## src/rtl/free_list_manager.sv

```systemverilog
// Rename free list: a circular queue of free physical registers plus branch
// checkpoints that snapshot the head so a mispredict can hand registers back.
module free_list_manager #(
  parameter int PHYS_REGS = 64,
  parameter int ARCH_REGS = 32,
  parameter int CKPTS     = 4,
  localparam int CAP = PHYS_REGS - ARCH_REGS,
  localparam int PW  = $clog2(PHYS_REGS),
  localparam int AW  = $clog2(CAP),
  localparam int CW  = (CKPTS > 1) ? $clog2(CKPTS) : 1
) (
  input  logic          clk,
  input  logic          rst,
  input  logic          alloc_req,
  output logic          alloc_valid,
  output logic [PW-1:0] alloc_preg,
  input  logic          reclaim_valid,
  input  logic [PW-1:0] reclaim_preg,
  input  logic          ckpt_req,
  output logic          ckpt_ready,
  output logic [CW-1:0] ckpt_id,
  input  logic          ckpt_release,
  input  logic [CW-1:0] ckpt_release_id,
  input  logic          recover,
  input  logic [CW-1:0] recover_id,
  output logic [AW:0]   free_count,
  output logic          overflow_err
);

  logic [PW-1:0]    r_entry   [CAP];
  logic [AW:0]      r_head;
  logic [AW:0]      r_tail;
  logic [CKPTS-1:0] r_valid;
  logic [CKPTS-1:0] r_younger [CKPTS];
  logic [AW:0]      r_saved   [CKPTS];
  logic             r_err;

  logic [AW:0]      w_count;
  logic             w_empty;
  logic             w_full;
  logic             w_do_alloc;
  logic             w_reclaim_ovf;
  logic             w_do_reclaim;
  logic             w_rec_hit;
  logic             w_rec_ok;
  logic             w_rel_ok;
  logic             w_proto_err;
  logic             w_do_ckpt;
  logic [AW:0]      w_head_post;
  logic [CW-1:0]    w_free_id;
  logic             w_any_free;
  logic [CKPTS-1:0] w_rec_onehot;
  logic [CKPTS-1:0] w_valid_nxt;

  // Wrap-bit pointers make full (count == CAP) and empty (count == 0) distinct.
  assign w_count     = r_tail - r_head;
  assign w_empty     = (w_count == {(AW+1){1'b0}});
  assign w_full      = (w_count == (AW+1)'(CAP));

  assign alloc_valid = ~w_empty;
  assign alloc_preg  = r_entry[r_head[AW-1:0]];
  assign free_count  = w_count;
  assign overflow_err = r_err;
  assign ckpt_ready  = w_any_free;
  assign ckpt_id     = w_free_id;

  // A recover squashes this cycle's rename-side requests but not commit's reclaim.
  assign w_do_alloc    = alloc_req & ~w_empty & ~recover;
  assign w_reclaim_ovf = reclaim_valid & w_full & ~w_do_alloc;
  assign w_do_reclaim  = reclaim_valid & ~w_reclaim_ovf;
  assign w_rec_hit     = r_valid[recover_id];
  assign w_rec_ok      = recover & w_rec_hit;
  assign w_rel_ok      = ckpt_release & r_valid[ckpt_release_id];
  assign w_proto_err   = w_reclaim_ovf
                       | (recover & ~w_rec_hit)
                       | (ckpt_release & ~r_valid[ckpt_release_id]);
  assign w_do_ckpt     = ckpt_req & w_any_free & ~recover;
  assign w_head_post   = r_head + {{AW{1'b0}}, w_do_alloc};
  assign w_rec_onehot  = {{(CKPTS-1){1'b0}}, 1'b1} << recover_id;

  // Lowest-index free checkpoint slot.
  always_comb begin
    w_free_id  = {CW{1'b0}};
    w_any_free = 1'b0;
    for (int i = CKPTS - 1; i >= 0; i--) begin
      if (!r_valid[i]) begin
        w_free_id  = CW'(i);
        w_any_free = 1'b1;
      end else begin
        w_free_id  = w_free_id;
      end
    end
  end

  // Next checkpoint valid bits; recover and release on the same slot both clear it.
  always_comb begin
    w_valid_nxt = r_valid;
    if (w_rec_ok) begin
      w_valid_nxt = w_valid_nxt & ~r_younger[recover_id] & ~w_rec_onehot;
    end else begin
      w_valid_nxt = w_valid_nxt;
    end
    if (w_rel_ok) begin
      w_valid_nxt[ckpt_release_id] = 1'b0;
    end else begin
      w_valid_nxt = w_valid_nxt;
    end
    if (w_do_ckpt) begin
      w_valid_nxt[w_free_id] = 1'b1;
    end else begin
      w_valid_nxt = w_valid_nxt;
    end
  end

  // Pointer, storage, checkpoint and error state.
  always_ff @(posedge clk) begin
    if (rst) begin
      r_head  <= {(AW+1){1'b0}};
      r_tail  <= (AW+1)'(CAP);
      r_valid <= {CKPTS{1'b0}};
      r_err   <= 1'b0;
      for (int i = 0; i < CAP; i++) begin
        r_entry[i] <= PW'(ARCH_REGS + i);
      end
      for (int k = 0; k < CKPTS; k++) begin
        r_younger[k] <= {CKPTS{1'b0}};
        r_saved[k]   <= {(AW+1){1'b0}};
      end
    end else begin
      if (w_do_reclaim) begin
        r_entry[r_tail[AW-1:0]] <= reclaim_preg;
        r_tail                  <= r_tail + {{AW{1'b0}}, 1'b1};
      end
      if (w_rec_ok) begin
        r_head <= r_saved[recover_id];
      end else begin
        r_head <= w_head_post;
      end
      r_valid <= w_valid_nxt;
      r_err   <= r_err | w_proto_err;
      // The new slot is younger than every live slot; its own row starts empty.
      if (w_do_ckpt) begin
        r_saved[w_free_id] <= w_head_post;
        for (int k = 0; k < CKPTS; k++) begin
          if (CW'(k) == w_free_id) begin
            r_younger[k] <= {CKPTS{1'b0}};
          end else if (r_valid[k]) begin
            r_younger[k][w_free_id] <= 1'b1;
          end
        end
      end
    end
  end

endmodule
```

## config.mk

```make
export PLATFORM = sky130hd
export DESIGN_NAME = free_list_manager
export DESIGN_NICKNAME = d
export VERILOG_FILES = /design/src/rtl/free_list_manager.sv
export SDC_FILE = /design/constraint.sdc
export NUM_CORES = 1
export LEC_CHECK = 0
export CORE_MARGIN = 2
export CORE_UTILIZATION = 40
export DETAILED_ROUTE_END_ITERATION = 12
export DONT_BUFFER_PORTS = 1
export GPL_TIMING_DRIVEN = 0
export SLEW_MARGIN = 10
export SYNTH_ARGS = -nofsm -noshare
export SYNTH_HDL_FRONTEND = slang
export SYNTH_SLANG_ARGS = --single-unit
```

## constraint.sdc

```tcl
create_clock -name clk -period 4.73 [get_ports clk]
set_input_delay 0.7095 -clock clk [delete_from_list [all_inputs] [get_ports clk]]
set_output_delay 0.7095 -clock clk [all_outputs]
set_load 0.02 [all_outputs]
```

==> results.json <==
{
  "cts_setup_buffers": 0,
  "syn_nets": 949,
  "power_density_mw_per_mm2": 432,
  "finalNonFillerCells": 1354,
  "maxSlewHeadroom_pct": 18.1,
  "critical_path_required_ns": 4.89,
  "ant_nets": 0,
  "maxCapViolCount": 0,
  "gp_congestion": 0.871,
  "crit_fanout": 10,
  "routed_wl_um": 34600,
  "io_pins": 34,
  "synthFlopType": "edfxtp_1",
  "final.setup.worst_slack_ns": 0.186,
  "grt_use_total_pct": 22.7,
  "vias": 7924,
  "syn_to_final_growth_pct": 11.2,
  "hold_buffers": 0,
  "yosysUniqueCellTypes": 54,
  "drive_above_1_share_pct": 14.4,
  "io_buffer_count": 0,
  "synth_top_area_share_pct": 57.9,
  "cp-start-kind": "register",
  "avgSynthCellArea_um2": 12.8,
  "cp-end-kind": "register",
  "synth-seq-cells": 245,
  "grt_pass1_wl_um": 51700,
  "nNetsFinal": 978,
  "overflow": 0,
  "netlist_instances": 920,
  "critPathKind": "register to register",
  "skew_ns": 0.0247,
  "routedWlPerCell_um": 25.5,
  "cts-root-buf": "clkbuf_16",
  "grt_pass1_vias": 8121,
  "clockBufferDepth": 3,
  "drtIter0Drc": 890,
  "synth-edff-count": 228,
  "clk_pin_slew_ns": 0.06,
  "first_pass_iters": 5,
  "coreArea_mm2": 0.0289,
  "ir_drop_v": 0.000309,
  "yosysSeqAreaShare_pct": 60.8,
  "final_hold_viol_count": 0,
  "synth_largest_area_cell": "edfxtp_1",
  "initial_utilization_pct": 40.9,
  "finalSetupViolations": 0,
  "hpwlAfterDp_um": 24900,
  "async_flop_share_pct": 0,
  "post_cts_resize_count": 5,
  "viasPerCell": 5.85,
  "cts_tree": "done",
  "syn_area_mm2": 0.0118,
  "rows": 62,
  "drv_slew": 0,
  "hp-class": "input port to register",
  "final_core_util_pct": 45.4,
  "period_share_pct": 96.1,
  "rsz0062_at_grt": "yes",
  "die_area_mm2": 0.0309,
  "ys_warn_count": 0,
  "die_y_um": 176,
  "htree_num_levels": 1,
  "cts_buffers": 27,
  "grt_max_degree": 15,
  "p_leak_nw": 3.99,
  "min_period_ns": 4.54,
  "synth_commonest_cells": "228 x edfxtp_1, 132 x nand2_1, 121 x nor2_1",
  "worstMarginPinSlew_ns": 1.22,
  "worstSkewPairLatency_ns": 0.56,
  "place_worst_setup_slack_ns": -0.140,
  "status": "completed",
  "cts_sinks": 245,
  "dp.cells": 1304,
  "critPathArrivalTime_ns": 4.70,
  "synth_area_leaders": "edfxtp_1 58%, mux4_2 13%, nand2_1 4.2%, nor2_1 3.8%, dfxtp_1 2.9%",
  "die_x_um": 176,
  "fmax_mhz": 220,
  "drc_errors": 0,
  "synth.most_common_cell": "edfxtp_1",
  "antenna_found_initial": 2
}
==> path summary, 6_finish.rpt <==
path / slack, ns / endpoint / start / cells past startpoint
max: 0.19 / r_entry[31][2] / r_head[1] / 11
min: 0.33 / r_entry[19][4] / reclaim_preg[4] / 1
max reg2reg: 0.19 / r_entry[31][2] / r_head[1] / 11
min reg2reg: 0.58 / r_tail[0] / r_tail[0] / 2
==> kinds of logic after synthesis <==
family          Yosys count  share of synthesized area [%]
compound gates           93                           5.12
mux                      74                           13.5
buf+inv                  93                           3.24
xor+xnor                  9                          0.667
simple gates            394                           15.4
flops                   245                           60.8
fa+ha+maj                12                           1.33
==> through the flow <==
step           TNS, ns  total power [mW]  instance area (µm²)  hold WS, ns
2_1_floorplan        0              3.31                11800        0.518
3_3_place_gp    -0.284              3.66                12300        0.578
3_5_place_dp     -2.08              3.67                12300        0.575
4_1_cts              0              5.69                13100        0.323
5_1_grt        -0.0102              5.87                13100        0.324
6_report             0              5.68                13200        0.332
==> where the power goes <==
part	internal (mW)	leakage, nW	switching (mW)	total, mW
Clock	1.16	0.412	0.873	2.04
Combinational	0.343	1.48	0.826	1.17
Sequential	2.44	2.10	0.0379	2.48
Total	3.95	3.99	1.74	5.68
==> routing by layer <==
layer | track usage (%) | wire [µm] | share of wire [%] | vias up
met5 | 0 | 0 | 0 | -
met4 | 8.37 | 1310 | 3.8 | 0
met3 | 5.43 | 3460 | 10 | 77
met2 | 36.7 | 16400 | 47 | 420
met1 | 30.1 | 13400 | 39 | 3955
li1 | - | - | - | 3472
==> worst max-delay path: stages (launching register included) <==
cell and delay (ns):
dfxtp_1 0.39, clkbuf_1 0.31, clkbuf_1 0.62, inv_1 0.11, ha_1 0.31, nor2b_1 0.15
o22ai_2 0.17, mux2_2 0.38, nand3_1 0.35, o21ai_1 0.15, clkbuf_1 0.34, o21ai_0 0.88
==> cells in the final DEF (no fill, tap or decap), types with 11 or more instances in the layout <==
cell type / instances
edfxtp_1: 228
nand2_1: 132
nor2_1: 121
mux4_2: 68
clkbuf_1: 48
or3_1: 37
clkbuf_16: 27
o21ai_1: 26
and3_1: 25
inv_1: 22
nand3_1: 20
o21ai_0: 18
dfxtp_1: 17
buf_2: 15
nor3_1: 13
ha_1: 11
==> flip-flops by register name, indices dropped and copies added, names as in the netlist <==
signal,flops
overflow_err,1
r_entry,192
r_head,6
r_saved,24
r_tail,6
r_valid,4
r_younger,12
==> cell type report <==
type / count / area (µm²)
Tap cell: 384 / 480
Clock inverter: 16 / 144
Clock buffer: 33 / 698
Buffer: 68 / 289
Antenna cell: 1 / 2.50
Sequential cell: 245 / 7190
Multi-Input combinational cell: 582 / 4260
Fill cell: 2625 / 15800
Inverter: 25 / 93.8
Power figures use the tool's default switching activity.
